===== src/rtl/vga_text_pkg.sv =====
// Shared constants for the text banner: glyph codes, the 32-glyph 8x8 font,
// the power-on banner text and the window-width helper.
package vga_text_pkg;

   localparam logic [4:0] GLYPH_SPACE = 5'd0;
   localparam logic [4:0] GLYPH_0     = 5'd1;
   localparam logic [4:0] GLYPH_3     = 5'd4;
   localparam logic [4:0] GLYPH_DOT   = 5'd11;
   localparam logic [4:0] GLYPH_A     = 5'd12;
   localparam logic [4:0] GLYPH_H     = 5'd19;
   localparam logic [4:0] GLYPH_L     = 5'd23;
   localparam logic [4:0] GLYPH_P     = 5'd27;
   localparam logic [4:0] GLYPH_S     = 5'd30;

   // Row 0 is the top of the glyph; bit 7 of each row is the leftmost pixel.
   localparam logic [7:0] FONT_ROWS [32][8] = '{
      '{8'h00, 8'h00, 8'h00, 8'h00, 8'h00, 8'h00, 8'h00, 8'h00},
      '{8'h3C, 8'h66, 8'h6E, 8'h76, 8'h66, 8'h66, 8'h3C, 8'h00},
      '{8'h18, 8'h38, 8'h18, 8'h18, 8'h18, 8'h18, 8'h7E, 8'h00},
      '{8'h3C, 8'h66, 8'h06, 8'h0C, 8'h30, 8'h60, 8'h7E, 8'h00},
      '{8'h3C, 8'h66, 8'h06, 8'h1C, 8'h06, 8'h66, 8'h3C, 8'h00},
      '{8'h0C, 8'h1C, 8'h3C, 8'h6C, 8'h7E, 8'h0C, 8'h0C, 8'h00},
      '{8'h7E, 8'h60, 8'h7C, 8'h06, 8'h06, 8'h66, 8'h3C, 8'h00},
      '{8'h3C, 8'h60, 8'h7C, 8'h66, 8'h66, 8'h66, 8'h3C, 8'h00},
      '{8'h7E, 8'h06, 8'h0C, 8'h18, 8'h30, 8'h30, 8'h30, 8'h00},
      '{8'h3C, 8'h66, 8'h66, 8'h3C, 8'h66, 8'h66, 8'h3C, 8'h00},
      '{8'h3C, 8'h66, 8'h66, 8'h3E, 8'h06, 8'h0C, 8'h38, 8'h00},
      '{8'h00, 8'h00, 8'h00, 8'h00, 8'h00, 8'h18, 8'h18, 8'h00},
      '{8'h00, 8'h00, 8'h3C, 8'h06, 8'h3E, 8'h66, 8'h3E, 8'h00},
      '{8'h60, 8'h60, 8'h7C, 8'h66, 8'h66, 8'h66, 8'h7C, 8'h00},
      '{8'h00, 8'h00, 8'h3C, 8'h60, 8'h60, 8'h60, 8'h3C, 8'h00},
      '{8'h06, 8'h06, 8'h3E, 8'h66, 8'h66, 8'h66, 8'h3E, 8'h00},
      '{8'h00, 8'h00, 8'h3C, 8'h66, 8'h7E, 8'h60, 8'h3C, 8'h00},
      '{8'h1C, 8'h30, 8'h7C, 8'h30, 8'h30, 8'h30, 8'h30, 8'h00},
      '{8'h00, 8'h00, 8'h3E, 8'h66, 8'h66, 8'h3E, 8'h06, 8'h3C},
      '{8'h80, 8'h80, 8'hB8, 8'hC4, 8'h84, 8'h84, 8'h84, 8'h00},
      '{8'h18, 8'h00, 8'h38, 8'h18, 8'h18, 8'h18, 8'h3C, 8'h00},
      '{8'h06, 8'h00, 8'h06, 8'h06, 8'h06, 8'h66, 8'h3C, 8'h00},
      '{8'h60, 8'h60, 8'h66, 8'h6C, 8'h78, 8'h6C, 8'h66, 8'h00},
      '{8'h38, 8'h18, 8'h18, 8'h18, 8'h18, 8'h18, 8'h3C, 8'h00},
      '{8'h00, 8'h00, 8'h66, 8'h7F, 8'h7F, 8'h6B, 8'h63, 8'h00},
      '{8'h00, 8'h00, 8'h7C, 8'h66, 8'h66, 8'h66, 8'h66, 8'h00},
      '{8'h00, 8'h00, 8'h3C, 8'h66, 8'h66, 8'h66, 8'h3C, 8'h00},
      '{8'h00, 8'h00, 8'h7C, 8'h66, 8'h66, 8'h7C, 8'h60, 8'h60},
      '{8'h00, 8'h00, 8'h3E, 8'h66, 8'h66, 8'h3E, 8'h06, 8'h06},
      '{8'h00, 8'h00, 8'h7C, 8'h66, 8'h60, 8'h60, 8'h60, 8'h00},
      '{8'h00, 8'h00, 8'h3E, 8'h60, 8'h3C, 8'h06, 8'h7C, 8'h00},
      '{8'h30, 8'h30, 8'h7C, 8'h30, 8'h30, 8'h30, 8'h1C, 8'h00}
   };

   // "hs3.pl" in cells 2..7; sized for the largest line so any NUM_CHARS can index it.
   localparam logic [4:0] DEFAULT_TEXT [32] = '{
      2: GLYPH_H, 3: GLYPH_S, 4: GLYPH_3, 5: GLYPH_DOT, 6: GLYPH_P, 7: GLYPH_L,
      default: GLYPH_SPACE
   };

   function automatic int win_width(input int num_chars, input int scale_log2);
      return num_chars * (8 << scale_log2);
   endfunction

endpackage


===== src/rtl/vga_text_banner_font_rom.sv =====
// Font ROM for the banner: glyph code and row are registered, row bits come out one cycle later.
module banner_font_rom
   import vga_text_pkg::*;
(
   input  logic       clk,
   input  logic       rst_n,
   input  logic [4:0] i_code,
   input  logic [2:0] i_row,
   output logic [7:0] o_data
);

   logic [4:0] r_code;
   logic [2:0] r_row;

   always_ff @(posedge clk) begin
      if (!rst_n) begin
         r_code <= '0;
         r_row  <= '0;
      end else begin
         r_code <= i_code;
         r_row  <= i_row;
      end
   end

   assign o_data = FONT_ROWS[r_code][r_row];

endmodule


===== src/rtl/vga_text_banner.sv =====
// Scalable, scrollable text banner overlay with a 3-cycle pixel pipeline.
// Define BANNER_BLINK_EN to add the blink input and the per-frame blink counter.
module vga_text_banner
   import vga_text_pkg::*;
#(
   parameter int NUM_CHARS  = 16,
   parameter int SCALE_LOG2 = 0,
   parameter int ORIGIN_X   = 0,
   parameter int ORIGIN_Y   = 100,
   parameter int SCROLL_DIV = 2
)(
   input  logic                         clk,
   input  logic                         rst_n,
   input  logic [9:0]                   pix_x,
   input  logic [9:0]                   pix_y,
   input  logic                         video_active,
   input  logic                         hsync_in,
   input  logic                         vsync_in,
   input  logic                         wr_en,
   input  logic [$clog2(NUM_CHARS)-1:0] wr_addr,
   input  logic [4:0]                   wr_char,
   input  logic                         scroll_en,
   input  logic [5:0]                   fg_color,
   input  logic [5:0]                   bg_color,
`ifdef BANNER_BLINK_EN
   input  logic                         blink,
`endif
   output logic [5:0]                   rgb,
   output logic                         hsync_out,
   output logic                         vsync_out
);

   localparam int CELL = 8 << SCALE_LOG2;
   localparam int W    = win_width(NUM_CHARS, SCALE_LOG2);
   localparam int LXW  = $clog2(W) + 1;
   localparam int LW   = LXW - 1;
   localparam int LYW  = 3 + SCALE_LOG2;
   localparam int CW   = $clog2(NUM_CHARS);

   localparam logic [11:0]    X_LO    = 12'(ORIGIN_X);
   localparam logic [11:0]    Y_LO    = 12'(ORIGIN_Y);
   localparam logic [11:0]    W12     = 12'(W);
   localparam logic [11:0]    H12     = 12'(CELL);
   localparam logic [LXW-1:0] W_L     = LXW'(W);
   localparam logic [LXW-1:0] OFF_MAX = LXW'(W - 1);
   localparam logic [3:0]     DIV_MAX = 4'(SCROLL_DIV - 1);

   logic                 r_vsPrev;
   logic [3:0]           r_div;
   logic [LXW-1:0]       r_offset;
   logic                 w_vsRise;
   logic                 w_hide;

   logic [12:0]          w_dx;
   logic [12:0]          w_dy;
   logic                 w_inWin;
   logic [LXW-1:0]       w_lxSum;
   logic [LW-1:0]        w_lx;

   logic                 r_inWin0, r_active0, r_hs0, r_vs0, r_hide0;
   logic [LW-1:0]        r_lx0;
   logic [LYW-1:0]       r_ly0;

   logic [4:0]           r_buf [NUM_CHARS];
   logic [CW-1:0]        w_cell;
   logic [4:0]           w_code;

   logic                 r_inWin1, r_active1, r_hs1, r_vs1, r_hide1;
   logic [2:0]           r_col1;
   logic [7:0]           w_romData;
   logic                 w_bit;

   assign w_vsRise = vsync_in & ~r_vsPrev;

   // Marquee: the divider counts enabled frames, the offset steps once per SCROLL_DIV of them.
   always_ff @(posedge clk) begin
      if (!rst_n) begin
         r_vsPrev <= 1'b0;
         r_div    <= '0;
         r_offset <= '0;
      end else begin
         r_vsPrev <= vsync_in;
         if (w_vsRise && scroll_en) begin
            if (r_div == DIV_MAX) begin
               r_div    <= '0;
               r_offset <= (r_offset == OFF_MAX) ? '0 : r_offset + 1'b1;
            end else begin
               r_div <= r_div + 1'b1;
            end
         end
      end
   end

`ifdef BANNER_BLINK_EN
   logic [5:0] r_frame;

   always_ff @(posedge clk) begin
      if (!rst_n) begin
         r_frame <= '0;
      end else if (w_vsRise) begin
         r_frame <= r_frame + 1'b1;
      end
   end

   assign w_hide = blink & r_frame[5];
`else
   assign w_hide = 1'b0;
`endif

   // A borrow out of the 13-bit subtract means the pixel lies left of / above the origin.
   assign w_dx    = {3'b000, pix_x} - {1'b0, X_LO};
   assign w_dy    = {3'b000, pix_y} - {1'b0, Y_LO};
   assign w_inWin = !w_dx[12] && (w_dx[11:0] < W12) && !w_dy[12] && (w_dy[11:0] < H12);
   assign w_lxSum = w_dx[LXW-1:0] + r_offset;
   assign w_lx    = LW'((w_lxSum >= W_L) ? (w_lxSum - W_L) : w_lxSum);

   always_ff @(posedge clk) begin
      if (!rst_n) begin
         r_inWin0  <= 1'b0;
         r_active0 <= 1'b0;
         r_hs0     <= 1'b0;
         r_vs0     <= 1'b0;
         r_hide0   <= 1'b0;
         r_lx0     <= '0;
         r_ly0     <= '0;
      end else begin
         r_inWin0  <= w_inWin;
         r_active0 <= video_active;
         r_hs0     <= hsync_in;
         r_vs0     <= vsync_in;
         r_hide0   <= w_hide;
         r_lx0     <= w_lx;
         r_ly0     <= w_dy[LYW-1:0];
      end
   end

   always_ff @(posedge clk) begin
      if (!rst_n) begin
         for (int i = 0; i < NUM_CHARS; i++) begin
            r_buf[i] <= DEFAULT_TEXT[i];
         end
      end else if (wr_en) begin
         r_buf[wr_addr] <= wr_char;
      end
   end

   // The ROM's address register is the registered buffer read, so a same-edge write is not seen.
   assign w_cell = r_lx0[LW-1:3+SCALE_LOG2];
   assign w_code = r_buf[w_cell];

   banner_font_rom u_fontRom (
      .clk    (clk),
      .rst_n  (rst_n),
      .i_code (w_code),
      .i_row  (r_ly0[SCALE_LOG2+2:SCALE_LOG2]),
      .o_data (w_romData)
   );

   always_ff @(posedge clk) begin
      if (!rst_n) begin
         r_inWin1  <= 1'b0;
         r_active1 <= 1'b0;
         r_hs1     <= 1'b0;
         r_vs1     <= 1'b0;
         r_hide1   <= 1'b0;
         r_col1    <= '0;
      end else begin
         r_inWin1  <= r_inWin0;
         r_active1 <= r_active0;
         r_hs1     <= r_hs0;
         r_vs1     <= r_vs0;
         r_hide1   <= r_hide0;
         r_col1    <= r_lx0[SCALE_LOG2+2:SCALE_LOG2];
      end
   end

   assign w_bit = w_romData[3'd7 - r_col1];

   always_ff @(posedge clk) begin
      if (!rst_n) begin
         rgb       <= '0;
         hsync_out <= 1'b0;
         vsync_out <= 1'b0;
      end else begin
         hsync_out <= r_hs1;
         vsync_out <= r_vs1;
         if (!r_active1) begin
            rgb <= '0;
         end else if (r_inWin1 && w_bit && !r_hide1) begin
            rgb <= fg_color;
         end else begin
            rgb <= bg_color;
         end
      end
   end

endmodule

===== config.mk =====
export PLATFORM = sky130hd
export DESIGN_NAME = vga_text_banner
export DESIGN_NICKNAME = d
export VERILOG_FILES = /design/src/rtl/vga_text_pkg.sv /design/src/rtl/vga_text_banner_font_rom.sv /design/src/rtl/vga_text_banner.sv
export SDC_FILE = /design/constraint.sdc
export NUM_CORES = 1
export LEC_CHECK = 0
export ABC_AREA = 1
export CORE_ASPECT_RATIO = 1.4
export CORE_MARGIN = 2
export CORE_UTILIZATION = 40
export DETAILED_ROUTE_END_ITERATION = 6
export PLACE_DENSITY = 0.54
export SLEW_MARGIN = 20
export SYNTH_ARGS = -nofsm -noshare
export SYNTH_HDL_FRONTEND = slang
export SYNTH_SLANG_ARGS = --single-unit

===== constraint.sdc =====
create_clock -name clk -period 7.5 [get_ports clk]
set_clock_uncertainty 0.1 [all_clocks]
set_input_delay 1.125 -clock clk [delete_from_list [all_inputs] [get_ports clk]]
set_output_delay 1.125 -clock clk [all_outputs]
set_load 0.01 [all_outputs]

Word-level counts from Yosys, hierarchy flattened
Memories as Yosys holds them, arrays and structs flattened. A register that Yosys moved wholly into a read port is not among the register bits.
Cells that the tools add are included.

cells by class
  reductions and logical operators = 9
  mux-type cells = 18
  add/sub/neg operators = 6
  bitwise operators = 4
  magnitude comparators = 6
  equal/unequal tests = 2

operator list
  operator                                                                       count
  64-bit two-way mux                                                             2
  8-bit binary-select mux with 3-bit select                                      1
  8-bit two-way mux                                                              3
  12-bit by 4-bit less-than comparator with 1-bit output, second input constant  1
  10-bit by 7-bit subtractor with 11-bit output, second input constant           1
  10-bit by 8-bit less-than comparator with 1-bit output, second input constant  1
  8-bit by 1-bit adder with 8-bit output, second input constant                  1
  8-bit adder                                                                    1
  8-bit by 7-bit == test with 1-bit output, second input constant                1
  8-bit greater-or-equal comparator, second input constant                       1
  4-bit two-way mux                                                              2
  7-bit two-way mux                                                              1
  7-bit by 1-bit subtractor with 7-bit output, second input constant             1
  6-bit greater-or-equal comparator, second input constant                       1
  1-bit two-way mux                                                              6
  6-bit two-way mux                                                              1
  5-bit inverter with 6-bit output                                               1
  5-bit two-way mux                                                              1
  5-bit OR reduction                                                             1
  4-bit by 1-bit adder with 4-bit output, second input constant                  1
  4-bit by 1-bit == test with 1-bit output, second input constant                1
  4-bit greater-or-equal comparator, second input constant                       1
  1-bit logical AND                                                              4
  3-bit by 4-bit less-than comparator with 1-bit output, second input constant   1
  other kinds (7)                                                                9

storage, ports and cells
  memories kept = 2
  memory bits (read-only) = 2048
  logic and storage cells = 64
  RAM bits = 80
  output and inout bits = 8
  input port bits = 48
  bits in registers = 44

memories
  memory            words  bits a word  rd ports  clocked after memory_dff  write ports  line                            text
  (name not given)  32     64           1         0                         0            vga_text_banner_font_rom.sv:25  assign o_data = FONT_ROWS[r_code][r_row];
  r_buf             16     5            1         1                         16           vga_text_banner.sv:64           logic [4:0] r_buf [NUM_CHARS];

Depth between registers and ports, before layout
  word-level depth = 11
  mapped depth = 20
  mapped depth without buffers = 20

Hierarchy
From an unflattened synthesis, not the netlist that was laid out.

unflattened totals
  cell total of the unflattened synthesis = 1070
  area, all modules = 7832.5 µm²

by module, submodules not included
  module           area each (µm²)  instances  sequential area each (µm²)  cells each
  vga_text_banner  5779.3           1          3223.1                      669
  banner_font_rom  2053.2           1          160.2                       401

Worst setup path before layout
OpenSTA, ideal clock, no wires.

  kind = in2reg
  from = input port scroll_en
  to = register r_offset[7]
  arrival time = 2445 ps
  data required time = 7266 ps
  path buffers = 0
  cell stages on the path = 11
  library setup time = 134 ps
  slack = 4821 ps
  cells stage by stage = nand2_1 > nor2_1 > nand2_1 > nor2_1 > nand2_1 > nor3_1 > nand2_1 > inv_1 > nand3_1 > o21ai_0 > nor3_1

between the ends
  cells in the longest elaborated chain, start to end = 2

ends and longest elaborated chain
  item                           line                   text
  start, declared                vga_text_banner.sv:22  input logic scroll_en,
  1-bit logical AND              vga_text_banner.sv:83  if (w_vsRise && scroll_en) begin
  2-bit AND reduction (no line)  -
  end signal, assigned           vga_text_banner.sv:86  r_offset <= (r_offset == OFF_MAX) ? '0 : r_offset + 1'b1;
  end, declared                  vga_text_banner.sv:50  logic [LXW-1:0] r_offset;

Every way passes these cells.
A chain may end at the register's enable or synchronous reset.

Worst setup path after layout
  from = register u_fontRom.r_code[1], read port of r_buf
  to = register rgb[4]

between the ends
  cells in the longest elaborated chain, start to end = 11

ends and longest elaborated chain
  item                                                    line                            text
  start, declared                                         vga_text_banner_font_rom.sv:12  logic [4:0] r_code;
  5-bit inverter with 6-bit output (implied by the code)  vga_text_banner_font_rom.sv:25
  memory read 32 x 64 bit                                 -
  64-bit two-way mux (implied by the code) (2 in a row)   vga_text_banner_font_rom.sv:25
  8-bit binary-select mux with 3-bit select               vga_text_banner_font_rom.sv:25
  8-bit two-way mux (implied by the code) (2 in a row)    vga_text_banner_font_rom.sv:25
  1-bit binary-select mux with 3-bit select               vga_text_banner.sv:177          assign w_bit = w_romData[3'd7 - r_col1];
  1-bit two-way mux (implied by the code)                 vga_text_banner.sv:177
  1-bit logical AND                                       vga_text_banner.sv:189          end else if (r_inWin1 && w_bit && !r_hide1) begin
  6-bit two-way mux                                       vga_text_banner.sv:189
  end signal, assigned                                    vga_text_banner.sv:190          rgb <= fg_color;
  end signal, assigned                                    vga_text_banner.sv:192          rgb <= bg_color;
  end, declared                                           vga_text_banner.sv:28           output logic [5:0] rgb,

Every way passes these cells. The select of a mux whose other input is x is not followed.

==> flow_summary.ini <==
[clocking]
clkTransAtPathRegs_ns = 0.06
cts_inserted_buffers = 17
ctsHoldBuffers = 0
cts_sinks = 129
cts_setup_buffers = 0
clockBufferDepth = 2
cts_root_buffer = clkbuf_16
clk_latency_ns = 0.42
htree_levels = 4
cts_tree = yes
post_cts_resized = 0

[logic_synthesis]
synth.avg_cell_area_um2 = 7.290
synth_flop_cell = edfxtp_1
synth.distinct_cells = 38
syn_area_um2 = 7480
synth_most_common_cell = nand2_1
yosysTopAreaCell = edfxtp_1
async_flop_share_pct = 0
synthTopCellsByArea = edfxtp_1 (32%), nand2_1 (14%), dfxtp_1 (13%)
synth_edf_count = 80
yosys_warnings = 0
synth_nets = 1095
synthCells = 1026
netlist.area_leader.share_pct = 32.12
seq_area_frac_synth_pct = 45.23
ys_top_cells_by_count = nand2_1 (277), nor2_1 (179), nand3_1 (100)
yosys_register_bits = 129

[final_layout]
synthToLayoutAreaGrowth_pct = 17.68
multi_input_area_um2 = 3501
num-fill-cells = 1901
seqCellArea_um2 = 3383
final_nets = 1129
final_layout_size_suffix_gt1_share_pct = 4.753
diodes = 0
final_area_um2 = 8802
fin_util_pct = 47.69

[min_path]
min_to = r_col1[0]
holdPathStages = 2
min_path_type = register to register
hp-start = r_lx0[0]

[route]
via_count = 6950
routed_via_density = 5.277
ant_nets = 0
drt_wl_total_um = 22290
first_pass_iters = 5
drtIter0Drc = 504
detail_route.wl_per_cell_um = 16.93
drc = 0

[global_routing]
grt.met1_usage_pct = 25.50
met2_usage_pct = 42.16
grt-busiest-layer = met2
overflow = 0
antenna_found_initial = 0
gr-usage-met3_pct = 3.984
first_global_vias = 6959
grt_pass1_wl_um = 35710
grt_start_max_net_pins = 48
track_usage_pct = 23.20

[floorplanning]
placementRows = 59
die_w_um = 119.6
core_um2 = 18460
fp.dieH_um = 165.8
start_util_pct = 40.53
die-area_um2 = 19820
io_pins = 56

[timing]
fin_crit_sh_pct = 41.79
setup_viol = 0
rsz0062_at_grt = no
min_period_ns = 3.135
worstMarginPinSlew_ns = 0.7778
hold_viol = 0
setup-tns-final_ns = 0
hold_ws_ns = 0.3136
report.final.slew_viol_count = 0
slew_headroom_pct = 48.08
max_freq_mhz = 319.0

[worst_setup_path]
regToRegStartpoint = u_fontRom.r_code[1]
critical_path.startpoint_type = register
worstPathMaxFanout = 13
ff2ff_path_depth = 18
cp-end-kind = register
worstSetupPathType = register to register
required_ns = 7.71
rr_endpoint = rgb[4]
ff2ff_setup_slack_ns = 4.37
critPathArrivalTime_ns = 3.35

[outcome]
run_status = finished, final reports clean

[placement]
dp_hpwl_um = 15850
postPlaceCellArea_um2 = 8158
placement.io_buffers = 55
place.gp.congestion = 0.9889

[power]
power_leakage_nw = 3.842
p_per_area_nw_per_um2 = 233.4
ir_worst_vdd_mv = 0.1859

[job]
max-cap-violations = 0
==> metrics by stage <==
stage               setup WS [ns]  cells  power (mW)
detailed placement          4.009   1285       1.167
global placement            4.063   1285       1.170
CTS                         4.368   1317       2.064
finish                      4.365   1317       2.054
floorplan                   4.821   1026       1.050
global route                4.036   1317       2.144
==> where the power goes <==
group / internal [mW] / switching, mW / leakage (nW)
Combinational: 0.112 / 0.238 / 2.36
Clock: 0.567 / 0.329 / 0.309
Sequential: 0.788 / 0.0202 / 1.17
==> sequential cells by signal (all words and copies together) (netlist names), 3 cells and up <==
name and cells:
u_fontRom.r_code 5, rgb 6, r_col1 3, r_buf 80
r_offset 8, u_fontRom.r_row 3, r_ly0 3, r_div 4
r_lx0 7
==> critical path: stages (launching register included) <==
cell	delay, ns
dfxtp_1	0.68
inv_1	0.28
ha_1	0.39
inv_1	0.22
nand3_1	0.16
nand2_1	0.13
o21ai_1	0.08
nand2_1	0.10
nand2_1	0.05
nand2_1	0.11
nand2_1	0.06
nand2_1	0.07
nand2_1	0.08
nand2_1	0.07
nand2_1	0.08
a21oi_2	0.19
nor2_4	0.07
nor2_1	0.09
nor2_1	0.05
==> cells in the final DEF (no fill, tap or decap), types with 2 or more instances in the layout <==
cell             instances
a21oi_1                 35
a21oi_2                  2
and3_1                   2
buf_4                    6
bufinv_16                4
clkbuf_16               17
clkdlybuf4s50_1         54
clkinv_4                 2
clkinvlp_4               2
dfxtp_1                 49
edfxtp_1                80
ha_1                    20
inv_1                   94
inv_2                    4
inv_6                    5
inv_8                    2
nand2_1                277
nand2_2                  2
nand3_1                100
nand3b_1                 2
nand4_1                  5
nor2_1                 179
nor2_2                   2
nor3_1                  12
nor3b_1                  2
nor4_1                   2
o211ai_1                10
o21ai_0                 61
o21ai_1                  7
o221ai_1                13
o22ai_1                  8
o31ai_1                  2
xor2_1                   2
==> cells by family after synthesis <==
logic type | synth area share, %
buffers and inverters | 7.963
xor gates and xnor gates | 0.3514
AOI/OAI and AO/OA | 10.82
adders and majority gates | 3.613
and+or+nand+nor | 32.02
DFF | 45.23
==> worst max-delay path by stage <==
stage	startpoint	endpoint	slack, ns	cells after the start
detailed placement	vsync_in	r_offset[7]	4.01	12
finish	u_fontRom.r_code[1]	rgb[4]	4.37	18
floorplan	scroll_en	r_offset[7]	4.82	11
CTS	u_fontRom.r_code[1]	rgb[4]	4.37	18
global route	u_fontRom.r_code[1]	rgb[4]	4.04	18
global placement	vsync_in	r_offset[7]	4.06	12
==> final cells by class <==
class / count / share of cell area (%)
tap: 244 / 3.468
clock buffer: 17 / 4.833
timing repair buffer: 61 / 6.709
clock inverter: 15 / 2.488
inverter: 100 / 4.293
sequential: 129 / 38.44
multi-input combinational: 751 / 39.77
==> metal layers <==
metal  vias up  part of all wire, %  wire length, um
met5         -                    0                0
met4         0                  4.4              975
met3        63                  5.9             1314
met2       290                   54            11960
met1      3145                   36             8039
li1       3452                    -                -
Power figures use the tool's default switching activity.
